$ cat config.mk
export PLATFORM = sky130hd
export DESIGN_NAME = addsub_arbiter_flat
export DESIGN_NICKNAME = d
export VERILOG_FILES = /design/src/rtl/addsub_pkg.sv /design/src/rtl/addsub_arbiter_if.sv /design/src/rtl/addsub3_core.sv /design/src/rtl/addsub_arbiter.sv /design/src/flat_wrapper.sv
export SDC_FILE = /design/constraint.sdc
export NUM_CORES = 1
export LEC_CHECK = 0
export CAP_MARGIN = 0
export CORE_ASPECT_RATIO = 0.8
export CORE_UTILIZATION = 46
export CTS_CLUSTER_SIZE = 16
export DETAILED_ROUTE_END_ITERATION = 16
export PLACE_DENSITY = 0.89
export SYNTH_ARGS = -nofsm -noshare
export SYNTH_HDL_FRONTEND = slang
export SYNTH_SLANG_ARGS = --single-unit
$ cat constraint.sdc
create_clock -name clk -period 1.97 [get_ports clk]
set_input_delay 0.197 -clock clk [delete_from_list [all_inputs] [get_ports clk]]
set_output_delay 0.197 -clock clk [all_outputs]
set_load 0.005 [all_outputs]
$ cat src/rtl/addsub_pkg.sv
// Shared types and constants for the add/sub arbiter slice.
//   W      : operand/result width of the shared datapath (fixed at 3)
//   CNT_W  : width of the optional overflow counters (OVF_CNT_EN builds)
//   ADD/SUB: mode encodings on the m input
//   state_t: arbiter FSM states
//   op_t   : operation captured on acceptance (operands, mode, owner id)
package addsub_pkg;

  localparam int unsigned W     = 3;
  localparam int unsigned CNT_W = 8;

  localparam logic ADD = 1'b0;
  localparam logic SUB = 1'b1;

  typedef enum logic [1:0] {
    IDLE = 2'd0,
    CALC = 2'd1,
    HOLD = 2'd2
  } state_t;

  typedef struct packed {
    logic [W-1:0] a;
    logic [W-1:0] b;
    logic         m;
    logic         id;
  } op_t;

endpackage

$ cat src/rtl/addsub_arbiter_if.sv
// Handshake bus between two operand requesters, the arbiter and the result consumer.
//   req0_*/req1_* : valid/ready request channels carrying a, b and mode m
//   resp_*        : valid/ready result channel (id, s, carry vector c, overflow v)
// Modports: slave = arbiter side, master = requester/consumer side.
interface addsub_arbiter_if;
  import addsub_pkg::*;

  logic         req0_valid;
  logic         req0_ready;
  logic [W-1:0] req0_a;
  logic [W-1:0] req0_b;
  logic         req0_m;

  logic         req1_valid;
  logic         req1_ready;
  logic [W-1:0] req1_a;
  logic [W-1:0] req1_b;
  logic         req1_m;

  logic         resp_valid;
  logic         resp_ready;
  logic         resp_id;
  logic [W-1:0] resp_s;
  logic [W-1:0] resp_c;
  logic         resp_v;

  modport slave (
    input  req0_valid, req0_a, req0_b, req0_m,
    input  req1_valid, req1_a, req1_b, req1_m,
    input  resp_ready,
    output req0_ready, req1_ready,
    output resp_valid, resp_id, resp_s, resp_c, resp_v
  );

  modport master (
    output req0_valid, req0_a, req0_b, req0_m,
    output req1_valid, req1_a, req1_b, req1_m,
    output resp_ready,
    input  req0_ready, req1_ready,
    input  resp_valid, resp_id, resp_s, resp_c, resp_v
  );

endinterface

$ cat src/rtl/addsub3_core.sv
// Combinational W-bit ripple adder-subtractor.
//   a, b : operands
//   m    : ADD (a+b) or SUB (a+~b+1, carry-in = m)
//   s    : result mod 2^W
//   c    : carry out of each bit position
//   v    : signed overflow, carry into MSB xor carry out of MSB
module addsub3_core
  import addsub_pkg::*;
(
  input  logic [W-1:0] a,
  input  logic [W-1:0] b,
  input  logic         m,
  output logic [W-1:0] s,
  output logic [W-1:0] c,
  output logic         v
);

  logic [W-1:0] bx;
  logic         cy;

  // Ripple chain; cy carries bit i's carry-out into bit i+1.
  always_comb begin
    bx = (m == ADD) ? b : ~b;
    cy = (m == SUB);
    s  = '0;
    c  = '0;
    for (int i = 0; i < int'(W); i++) begin
      s[i] = a[i] ^ bx[i] ^ cy;
      cy   = (a[i] & bx[i]) | (cy & (a[i] ^ bx[i]));
      c[i] = cy;
    end
  end

  assign v = c[W-1] ^ c[W-2];

endmodule

$ cat src/rtl/addsub_arbiter.sv
// Round-robin arbiter sharing one addsub3_core between two requesters.
// A request is accepted in IDLE, computed in CALC and held in HOLD until the
// consumer takes it; handshake in cycle N gives resp_valid in cycle N+2.
//   clk   : rising-edge clock
//   rst_n : synchronous active-low reset
//   bus   : addsub_arbiter_if.slave (request and response channels)
//   ovf_cnt0/ovf_cnt1 : saturating per-requester overflow counts, present
//                       only when OVF_CNT_EN is defined
module addsub_arbiter
  import addsub_pkg::*;
(
  input  logic                 clk,
  input  logic                 rst_n,
  addsub_arbiter_if.slave      bus
`ifdef OVF_CNT_EN
  ,
  output logic [CNT_W-1:0]     ovf_cnt0,
  output logic [CNT_W-1:0]     ovf_cnt1
`endif
);

  state_t       state_q;
  state_t       state_d;
  logic         rr_q;
  op_t          op_q;
  logic         any_valid;
  logic         grant_id;
  logic         accept;
  logic [W-1:0] core_s;
  logic [W-1:0] core_c;
  logic         core_v;
  logic         resp_done;

  // Grant the lone valid requester, or the rr-preferred one on contention.
  always_comb begin
    any_valid = bus.req0_valid | bus.req1_valid;
    grant_id  = (bus.req0_valid & bus.req1_valid) ? rr_q : bus.req1_valid;
  end

  // State register.
  always_ff @(posedge clk) begin
    if (!rst_n) state_q <= IDLE;
    else        state_q <= state_d;
  end

  // Next-state logic.
  always_comb begin
    state_d = state_q;
    case (state_q)
      IDLE:    if (any_valid) state_d = CALC;
      CALC:    state_d = HOLD;
      HOLD:    if (bus.resp_ready) state_d = IDLE;
      default: state_d = IDLE;
    endcase
  end

  // Combinational outputs: readies only in IDLE, never while in reset.
  always_comb begin
    bus.req0_ready = 1'b0;
    bus.req1_ready = 1'b0;
    accept         = 1'b0;
    resp_done      = (state_q == HOLD) && bus.resp_ready;
    if (rst_n && (state_q == IDLE) && any_valid) begin
      accept         = 1'b1;
      bus.req0_ready = ~grant_id;
      bus.req1_ready = grant_id;
    end
  end

  addsub3_core u_core (
    .a (op_q.a),
    .b (op_q.b),
    .m (op_q.m),
    .s (core_s),
    .c (core_c),
    .v (core_v)
  );

  // Operand capture, registered response and round-robin pointer.
  always_ff @(posedge clk) begin
    if (!rst_n) begin
      op_q           <= '0;
      rr_q           <= 1'b0;
      bus.resp_valid <= 1'b0;
      bus.resp_id    <= 1'b0;
      bus.resp_s     <= '0;
      bus.resp_c     <= '0;
      bus.resp_v     <= 1'b0;
    end else begin
      if (accept) begin
        op_q.a  <= grant_id ? bus.req1_a : bus.req0_a;
        op_q.b  <= grant_id ? bus.req1_b : bus.req0_b;
        op_q.m  <= grant_id ? bus.req1_m : bus.req0_m;
        op_q.id <= grant_id;
      end
      if (state_q == CALC) begin
        bus.resp_valid <= 1'b1;
        bus.resp_id    <= op_q.id;
        bus.resp_s     <= core_s;
        bus.resp_c     <= core_c;
        bus.resp_v     <= core_v;
      end
      // Served requester loses priority.
      if (resp_done) begin
        bus.resp_valid <= 1'b0;
        rr_q           <= ~bus.resp_id;
      end
    end
  end

`ifdef OVF_CNT_EN
  // Saturating count of completed overflowing responses per requester.
  always_ff @(posedge clk) begin
    if (!rst_n) begin
      ovf_cnt0 <= '0;
      ovf_cnt1 <= '0;
    end else if (resp_done && bus.resp_v) begin
      if (!bus.resp_id && (ovf_cnt0 != '1)) ovf_cnt0 <= ovf_cnt0 + CNT_W'(1);
      if (bus.resp_id && (ovf_cnt1 != '1))  ovf_cnt1 <= ovf_cnt1 + CNT_W'(1);
    end
  end
`endif

endmodule

$ cat src/flat_wrapper.sv
// flat-port wrapper written by rule: the top's interface ports become plain ports
module addsub_arbiter_flat import addsub_pkg::*;
  (clk, rst_n, bus_req0_valid, bus_req0_a, bus_req0_b, bus_req0_m, bus_req1_valid, bus_req1_a, bus_req1_b, bus_req1_m, bus_resp_ready, bus_req0_ready, bus_req1_ready, bus_resp_valid, bus_resp_id, bus_resp_s, bus_resp_c, bus_resp_v);
  addsub_arbiter_if bus_i ();
  input  logic clk;
  input  logic rst_n;
  input wire logic [$bits(bus_i.req0_valid)-1:0] bus_req0_valid;
  input wire logic [$bits(bus_i.req0_a)-1:0] bus_req0_a;
  input wire logic [$bits(bus_i.req0_b)-1:0] bus_req0_b;
  input wire logic [$bits(bus_i.req0_m)-1:0] bus_req0_m;
  input wire logic [$bits(bus_i.req1_valid)-1:0] bus_req1_valid;
  input wire logic [$bits(bus_i.req1_a)-1:0] bus_req1_a;
  input wire logic [$bits(bus_i.req1_b)-1:0] bus_req1_b;
  input wire logic [$bits(bus_i.req1_m)-1:0] bus_req1_m;
  input wire logic [$bits(bus_i.resp_ready)-1:0] bus_resp_ready;
  output wire logic [$bits(bus_i.req0_ready)-1:0] bus_req0_ready;
  output wire logic [$bits(bus_i.req1_ready)-1:0] bus_req1_ready;
  output wire logic [$bits(bus_i.resp_valid)-1:0] bus_resp_valid;
  output wire logic [$bits(bus_i.resp_id)-1:0] bus_resp_id;
  output wire logic [$bits(bus_i.resp_s)-1:0] bus_resp_s;
  output wire logic [$bits(bus_i.resp_c)-1:0] bus_resp_c;
  output wire logic [$bits(bus_i.resp_v)-1:0] bus_resp_v;
  assign bus_i.req0_valid = bus_req0_valid;
  assign bus_i.req0_a = bus_req0_a;
  assign bus_i.req0_b = bus_req0_b;
  assign bus_i.req0_m = bus_req0_m;
  assign bus_i.req1_valid = bus_req1_valid;
  assign bus_i.req1_a = bus_req1_a;
  assign bus_i.req1_b = bus_req1_b;
  assign bus_i.req1_m = bus_req1_m;
  assign bus_i.resp_ready = bus_resp_ready;
  assign bus_req0_ready = bus_i.req0_ready;
  assign bus_req1_ready = bus_i.req1_ready;
  assign bus_resp_valid = bus_i.resp_valid;
  assign bus_resp_id = bus_i.resp_id;
  assign bus_resp_s = bus_i.resp_s;
  assign bus_resp_c = bus_i.resp_c;
  assign bus_resp_v = bus_i.resp_v;
  addsub_arbiter u_core (.clk(clk), .rst_n(rst_n), .bus(bus_i));
endmodule
Word level (Yosys, flattened, before mapping)
Cells that the tools add are included.

operators by class
  reductions and logical operators = 6
  bitwise operators = 22
  multiplexer cells = 11
  eq/ne operators = 4

operators with widths
  kind                                                    number
  two-way mux 3 bit                                       3
  AND 1 bit                                               7
  bitwise XOR 1 bit                                       7
  case mux 2 bit (3 select lines)                         1
  two-way mux 1 bit                                       5
  two-way mux 2 bit                                       2
  bitwise OR 1 bit                                        4
  logical AND 1 bit                                       3
  inverter 1 bit                                          3
  inverter 3 bit                                          1
  == test 2 x 1 -> 1 bit (second input constant)          1
  == test 2 bit (second input constant)                   1
  logical NOT 2 bit                                       1
  inequality test 2 x 1 -> 1 bit (second input constant)  1
  inequality test 2 bit (second input constant)           1
  AND reduction 2 bit                                     1
  OR reduction 2 bit                                      1

word-level totals
  bits of input ports = 19
  register bits after elaboration = 20
  output and inout bits = 11
  logic and storage cells = 54

Depth between registers and ports, before layout
Gate-level depths: netlist of the first run.

  depth in word-level cells = 10
  mapped depth = 6
  mapped depth without buffers = 5

Hierarchy
From an unflattened synthesis of the first run, not the netlist that was laid out.

unflattened totals
  cell total of the unflattened synthesis = 114
  area total of the unflattened synthesis = 1042.2 sq um

modules (own cells, without submodules)
  module          instances  area an instance (sq um)  cells an instance  seq. area each (sq um)
  addsub_arbiter  1          912.1                     99                 400.4
  addsub3_core    1          130.1                     15                 0.0

Worst setup path before layout of the first run
OpenSTA, ideal clock, no wires.

  kind = register -> register
  start point = reg, netlist name u_core.op_q[1]
  end point = reg u_core.bus.resp_v
  buffers on the path = 0
  arrival = 1730 ps
  setup time = 86 ps
  stages on the path, launching flop included = 6
  data required time = 1884 ps
  slack = 155 ps
  clock period less this slack = 1815 ps
  cell sequence = dfxtp_1 > xnor2_1 > fa_1 > fa_1 > xnor2_1 > a211oi_1

between the ends
  cells in the longest elaborated chain, start to end = 9
  elaborated cells between the ends (all ways) = 14
  those cells by class = mux (1); bitwise (13)

ends and longest elaborated chain
  item                  RTL line                 text
  two-way mux 3 bit     addsub3_core.sv:23       bx = (m == ADD) ? b : ~b;
  bitwise XOR 1 bit     addsub3_core.sv:29       cy = (a[i] & bx[i]) | (cy & (a[i] ^ bx[i]));
  AND 1 bit             addsub3_core.sv:29
  bitwise OR 1 bit      addsub3_core.sv:29
  AND 1 bit             addsub3_core.sv:29
  bitwise OR 1 bit      addsub3_core.sv:29
  AND 1 bit             addsub3_core.sv:29
  bitwise OR 1 bit      addsub3_core.sv:29
  bitwise XOR 1 bit *   addsub3_core.sv:34       assign v = c[W-1] ^ c[W-2];
  end signal, assigned  addsub_arbiter.sv:101    bus.resp_v <= core_v;
  end, declared         addsub_arbiter_if.sv:32  output resp_valid, resp_id, resp_s, resp_c, resp_v

Mark *: on every way between the ends. The rest lies on a longest branch, timed or not.
A chain may end at the register's enable or synchronous reset.

Worst setup path after layout of the first run
  start point = reg u_core.state_q[1]
  end point = out bus_req1_ready

between the ends
  cells in the longest elaborated chain, start to end = 4

ends and longest elaborated chain
  item                            RTL line              text
  start, declared                 addsub_arbiter.sv:22  state_t state_q;
  start signal, assigned          addsub_arbiter.sv:43  else state_q <= state_d;
  logical NOT 2 bit               addsub_arbiter.sv:63  if (rst_n && (state_q == IDLE) && any_valid) begin
  logical AND 1 bit (2 in a row)  addsub_arbiter.sv:63
  two-way mux 1 bit               addsub_arbiter.sv:63
  end, declared                   flat_wrapper.sv:17    output wire logic [$bits(bus_i.req1_ready)-1:0] bus_req1_ready;

Every way passes these cells.

==> results of run 1 <==
-- worst max path at each step --
stage / start / endpoint / slack [ns]
6_report: u_core.state_q[1] / bus_req1_ready / 0.08
5_1_grt: u_core.state_q[1] / bus_req1_ready / 0.006
4_1_cts: u_core.state_q[1] / bus_req0_ready / 0.04
3_5_place_dp: u_core.op_q[1] / u_core.bus.resp_v / -0.04
3_3_place_gp: rst_n / bus_req0_ready / 0.11
2_1_floorplan: u_core.op_q[1] / u_core.bus.resp_v / 0.15
-- where the power goes --
part | internal (mW) | switching [mW]
Sequential | 0.442 | 0.0288
Combinational | 0.159 | 0.120
Clock | 0.0713 | 0.112
Total | 0.673 | 0.261
-- flip-flops by register name, summed over array words and instances, names as in the netlist --
name                   flops
u_core.rr_q                1
u_core.op_q                8
u_core.bus.resp_c          3
u_core.bus.resp_v          1
u_core.bus.resp_s          3
u_core.bus.resp_id         1
u_core.bus.resp_valid      1
u_core.state_q             2
-- through the flow --
step	hold WS [ns]	total power, mW
floorplan	0.315	0.638
global placement	0.477	0.740
detailed placement	0.501	0.755
CTS	0.513	0.939
global route	0.309	0.990
finish	0.286	0.934
-- area by class of cell --
type / instances / area share
multi-input cells: 70 / 0.399
repair buffers: 38 / 0.260
inverters: 5 / 0.0134
clock buffers: 3 / 0.0161
well taps: 24 / 0.0215
flip-flops and latches: 20 / 0.290
-- cell families after synthesis --
kind of cell | count (synthesis) | synth area share
and+or+nand+nor | 29 | 0.181
AOI/OAI and AO/OA | 32 | 0.251
DFF | 20 | 0.394
xor gates and xnor gates | 4 | 0.0344
adders and majority gates | 2 | 0.0394
buffers and inverters | 12 | 0.0713
muxes | 3 | 0.0295
-- metal layers --
metal	up-vias	wire length, um	global-route usage
li1	433	-	-
met1	384	853	0.216
met2	33	1090	0.359
met3	2	143	0.0619
met4	0	11	0.0615
met5	-	0	0
-- cells in the mapped netlist, drive strengths merged --
cell type,number
dfxtp,20
nor2,11
a21oi,8
nand3b,8
a211oi,7
a311oi,7
o21ai,7
buf,5
inv,4
xnor2,4
mux2i,3
nor3b,3
clkbuf,2
fa,2
nor2b,2
o21a,2
a21boi,1
and2,1
and2b,1
clkinv,1
nand2,1
nor3,1
or2,1
-- worst max-delay path: stages (launching register included) --
cell             delay [ns]
dfxtp_4                0.38
nor3b_4                0.25
nor3b_4                0.24
clkdlybuf4s50_1        0.52
-- cells in the final DEF (no fill, tap or decap) --
master and n:
a211oi_2 1, o21a_1 2, mux2i_1 3, a21boi_0 1, nor2b_1 2, nor3_1 1
nor3b_1 1, o21ai_0 7, dfxtp_2 1, dfxtp_1 18, buf_4 9, nor3b_4 2
inv_1 4, dlymetal6s2s_1 2, and2b_1 1, and2_4 1, xnor2_1 4, clkdlybuf4s50_1 27
clkbuf_4 3, a21oi_1 8, nand3b_1 8, clkinv_1 1, fa_2 1, fa_1 1
or2_1 1, nor2_1 11, nand2_1 1, dfxtp_4 1, a311oi_2 7, a211oi_1 6
-- repair_timing --
item	in CTS	in global routing
setup endpoints to repair	1	3
resized for setup	2	6
pin swaps	0	2
==> metrics.md, run 1 <==
| Metric | Value |
|---|---|
| Postcts setup bufs | `0` |
| Drt pass-1 iters | `5` |
| WL final | `2100 um` |
| Initial drt markers | `8` |
| CTS tree | `yes` |
| # DRC | `0` |
| Placed Cells | `157` |
| Fmax | `529 MHz` |
| Max-cap violations | `0` |
| Hold_sp | `rst_n` |
| Multi-input logic area | `558 sq um` |
| Area after DPL | `1350 sq um` |
| Crit path arrival time | `1.69 ns` |
| Clk buf depth | `2` |
| Startpoint types | `flop` |
| Global placement routability congestion | `0.812` |
| Initial antenna violation count | `0` |
| Critical path type | `reg2out` |
| Final setup margin | `0.0791 ns` |
| Ant diodes | `0` |
| H-tree Lvls | `1` |
| Die Span Y | `44.1 um` |
| Flip-flop and latch count after synthesis | `20` |
| Hold WC Path Type | `in2reg` |
| Final Skew | `0.00832 ns` |
| Status | `complete, no violations` |
| Final worst path period need | `1.89 ns` |
| First-pass GRT wire length | `3300 um` |
| Vias in the first global route | `806` |
| Syn avg cell area | `9.97 sq um` |
| Setup_tns | `0 ns` |
| Cells on worst reg2reg path | `5` |
| Worst Setup End Kind | `output port` |
| CTS Root Buffer Type | `clkbuf_4` |
| GR Overflow Total | `0` |
| Crit-path max FO | `6` |
| Port buffer count | `29` |
| Largest net degree at the start of global routing | `16` |
| Synth-to-Final Area Change | `37.4%` |
| Layout cells sized above 1 | `0.191` |
| Avg WL per Cell | `13.1 um` |
| Gate Count Post-Synth | `102` |
| Reg2reg setup slack | `0.11 ns` |
| End of the worst hold path | `u_core.op_q[0]` |
| CP required | `1.77 ns` |
| Fill count | `156` |
| Slew margin rel. | `0.795` |
| Slew Viols, Final | `0` |
| CTS Hold Bufs | `0` |
| Worst slack, placed | `-0.0432 ns` |
| IO Pins | `30` |
| Global Route Usage Sum | `0.198` |
| Routed vias | `852` |
| Fin nets | `159` |
| PwrDens | `668 nW/um^2` |
| RSZ-0062 raised after global routing | `no` |
| Tcrit/Tclk final | `0.960` |
| Die X | `54.6 um` |
| Post-layout util | `0.706` |
| Final Hold Vio Count | `0` |
| Design Area, Final | `1400 sq um` |
| Syn_nets | `123` |
| Area leader, netlist | `dfxtp_1` |
| Vias per cell | `5.33` |
| Netlist cell types | `27` |
| Synth Warn # | `0` |
| Synth area leaders | `dfxtp_1 39%, a311oi_2 10%, nand3b_1 5.9%, a211oi_1 5.2%, nor2_1 4.1%` |
| CTS Buf Count | `3` |
| Mapped cell area | `1020 sq um` |
| Min-Delay Path Depth | `3` |
| Worst flop-to-flop path endpoint | `u_core.bus.resp_v` |
| Rows | `14` |
| CTS clock-pin slew for the worst setup and hold paths | `0.10 ns` |
| VDD IR max | `0.000525 V` |
| DP Wirelength | `1680 um` |
| Worst r2r src | `u_core.op_q[1]` |
| Die ar. | `2400 sq um` |
| Measured slew at the worst slew-check pin | `0.300 ns` |
| Register area share after synthesis | `0.394` |
| CORE AREA | `1980 sq um` |
| Setup violations, final | `0` |
| Post-synth top area share | `0.394` |
| Worst skew pair latency | `0.30 ns` |
| # clock sinks | `20` |
| Routed Antenna Nets | `0` |
| Leakage | `0.499 nW` |
| Initial Util | `0.514` |
| Register area | `405 sq um` |
| Non-Filler Instances | `160` |
Note: power is estimated with default switching activity, not from simulation.
==> inputs of run 2 (changes only) <==
--- a/config.mk
+++ b/config.mk
@@ -8,8 +8,10 @@
 export CAP_MARGIN = 0
 export CORE_ASPECT_RATIO = 0.8
 export CORE_UTILIZATION = 46
+export CTS_CLUSTER_DIAMETER = 150
 export CTS_CLUSTER_SIZE = 16
 export DETAILED_ROUTE_END_ITERATION = 16
+export HOLD_SLACK_MARGIN = 0.15
 export PLACE_DENSITY = 0.89
 export SYNTH_ARGS = -nofsm -noshare
 export SYNTH_HDL_FRONTEND = slang
==> results of run 2 <==
Same layout as run 1: the final DEF is identical, and so are final timing and power.
==> inputs of run 3 (changes only) <==
--- a/config.mk
+++ b/config.mk
@@ -13,6 +13,8 @@
 export DETAILED_ROUTE_END_ITERATION = 16
 export HOLD_SLACK_MARGIN = 0.15
 export PLACE_DENSITY = 0.89
+export REMOVE_ABC_BUFFERS = 1
+export SETUP_SLACK_MARGIN = 0.5
 export SYNTH_ARGS = -nofsm -noshare
 export SYNTH_HDL_FRONTEND = slang
 export SYNTH_SLANG_ARGS = --single-unit
==> metrics.md, run 3 (same netlist as run 1, synthesis figures left out) <==
| Metric | Value |
|---|---|
| Status | `complete, no violations` |
| Die ar. | `2400 sq um (unchanged)` |
| H-tree Lvls | `1 (unchanged)` |
| Fin nets | `167 (+5.0%)` |
| Fmax | `594 MHz (+12%)` |
| IO Pins | `30 (unchanged)` |
| Die Span Y | `44.1 um (unchanged)` |
| Largest registers | `u_core.op_q: 8 flops, u_core.bus.resp_c: 3 flops, u_core.bus.resp_s: 3 flops` |
| Crit path arrival time | `1.91 ns (+0.22 ns)` |
| CP Launch Point | `u_core.op_q[2]` |
| Vias in the first global route | `855 (+6.1%)` |
| Cells on worst reg2reg path | `5 (unchanged)` |
| PwrDens | `699 nW/um^2 (+4.6%)` |
| WL final | `2420 um (+15%)` |
| Setup_tns | `0 ns (unchanged)` |
| Crit-path max FO | `2 (-4)` |
| Routed vias | `909 (+6.7%)` |
| Commonest non-fill, non-tap cell in the layout | `clkdlybuf4s50_1` |
| Post-layout util | `0.743 (+0.0367)` |
| Final worst path period need | `1.68 ns (-0.207 ns)` |
| Most frequent cells in the layout | `26 x clkdlybuf4s50_1, 17 x buf_4, 15 x dfxtp_1` |
| Worst slack, placed | `0.00295 ns (+0.0462 ns)` |
| Max-cap violations | `0 (unchanged)` |
| CTS Buf Count | `3 (unchanged)` |
| CTS Root Buffer Type | `clkbuf_4` |
| Critical path type | `reg2reg` |
| Startpoint types | `flop` |
| Biggest register | `u_core.op_q` |
| Clk buf depth | `2 (unchanged)` |
| CTS tree | `yes` |
| VDD IR max | `0.000402 V (-23%)` |
| DP Wirelength | `1630 um (-2.8%)` |
| # DRC | `0 (unchanged)` |
| Final Hold Vio Count | `0 (unchanged)` |
| Slew Viols, Final | `0 (unchanged)` |
| Worst flop-to-flop path endpoint | `u_core.bus.resp_v` |
| Ant diodes | `0 (unchanged)` |
| Initial antenna violation count | `0 (unchanged)` |
| Total Power | `1.03 mW (+10%)` |
| Rows | `14 (unchanged)` |
| Layout cells sized above 1 | `0.290 (+0.0985)` |
| First-pass GRT wire length | `3760 um (+14%)` |
| Initial Util | `0.514 (unchanged)` |
| Hold_sp | `rst_n` |
| Global Route Usage Sum | `0.224 (+0.0262)` |
| CTS clock-pin slew for the worst setup and hold paths | `0.12 ns (+0.02 ns)` |
| Placed Cells | `157 (unchanged)` |
| Vias per cell | `5.38 (+1.0%)` |
| CORE AREA | `1980 sq um (unchanged)` |
| Largest net degree at the start of global routing | `16 (unchanged)` |
| Synth-to-Final Area Change | `44.5%` |
| Max FFs per register | `8 (unchanged)` |
| RSZ-0062 raised after global routing | `yes` |
| Min-Delay Path Depth | `3 (unchanged)` |
| Avg WL per Cell | `14.3 um (+9.2%)` |
| Drt pass-1 iters | `5 (unchanged)` |
| Slew margin rel. | `0.767 (-0.0278)` |
| Die X | `54.6 um (unchanged)` |
| Final setup margin | `0.286 ns (+0.207 ns)` |
| Reg2reg setup slack | `0.29 ns (+0.18 ns)` |
| Setup violations, final | `0 (unchanged)` |
| CP required | `2.20 ns (+0.43 ns)` |
| Measured slew at the worst slew-check pin | `0.348 ns (+0.0481 ns)` |
| Global placement routability congestion | `0.785 (-3.4%)` |
| Hold WC Path Type | `in2reg` |
| Tcrit/Tclk final | `0.855 (-0.105)` |
| CTS Hold Bufs | `0 (unchanged)` |
| Worst Setup End Kind | `flop` |
| Worst skew pair latency | `0.30 ns (about the same)` |
| Port buffer count | `29 (unchanged)` |
| Initial drt markers | `13 (+5)` |
| Leakage | `0.528 nW (+5.7%)` |
| Non-Filler Instances | `169 (+5.6%)` |
| Worst r2r src | `u_core.op_q[2]` |
| Routed Antenna Nets | `0 (unchanged)` |
| Final Skew | `0.00267 ns (-0.00565 ns)` |
| End of the worst hold path | `u_core.op_q[0]` |
| GR Overflow Total | `0 (unchanged)` |
| # clock sinks | `20 (unchanged)` |
==> run 3: cell count changes in the layout (fill, tap and decap cells not counted), sizes merged <==
cell / delta
buf: +10
dlymetal6s2s: -2
clkbuf: +1
clkdlybuf4s50: -1
dlygate4sd2: +1
==> run 3: report_power, final <==
| group | total, mW | switching, mW | leakage [nW] | internal, mW |
|---|---|---|---|---|
| Combinational | 0.308 | 0.131 | 0.340 | 0.177 |
| Sequential | 0.472 | 0.0291 | 0.167 | 0.443 |
| Clock | 0.248 | 0.135 | 0.0210 | 0.113 |
| Total | 1.03 | 0.295 | 0.528 | 0.733 |
==> run 3: area by class of cell <==
class,instances,area (sq um)
fill,152,509
clock buffer,4,36.3
timing repair buffer,46,407
inverter,5,18.8
sequential,20,414
multi-input combinational,70,564
tap,24,30.0
==> run 3: worst max path at each step <==
stage	end	slack, ns
after floorplan	u_core.bus.resp_v	0.15
after global placement	u_core.bus.resp_v	0.12
after detailed placement	u_core.bus.resp_v	0.003
after CTS	u_core.bus.resp_v	0.31
after global routing	u_core.bus.resp_v	0.20
final	u_core.bus.resp_v	0.29
==> run 3: repair_timing <==
item,in CTS,in global routing
buffers inserted,5,3
gates resized for setup,20,2
pin swaps,6,2
endpoints found under the setup margin,5,6
cloned,0,0
==> run 3: layer usage <==
metal  global-route usage  wire (um)  vias to the layer above
met3               0.0412        113                        4
met1                0.247       1010                      418
met2                0.412       1250                       37
met5                    0          0                        -
li1                     -          -                      450
met4               0.0923         40                        0
==> run 3: through the flow <==
stage	hold WS (ns)	area, sq um
after floorplan	0.315	963
after global placement	0.471	1350
after detailed placement	0.494	1350
after CTS	0.354	1440
after global routing	0.385	1470
final	0.380	1470
==> run 3: critical path: stages (launching register included) <==
cell and delay (ns):
dfxtp_2 0.35, mux2i_2 0.17, fa_2 0.39, fa_2 0.37, xnor2_1 0.14, a211oi_1 0.19
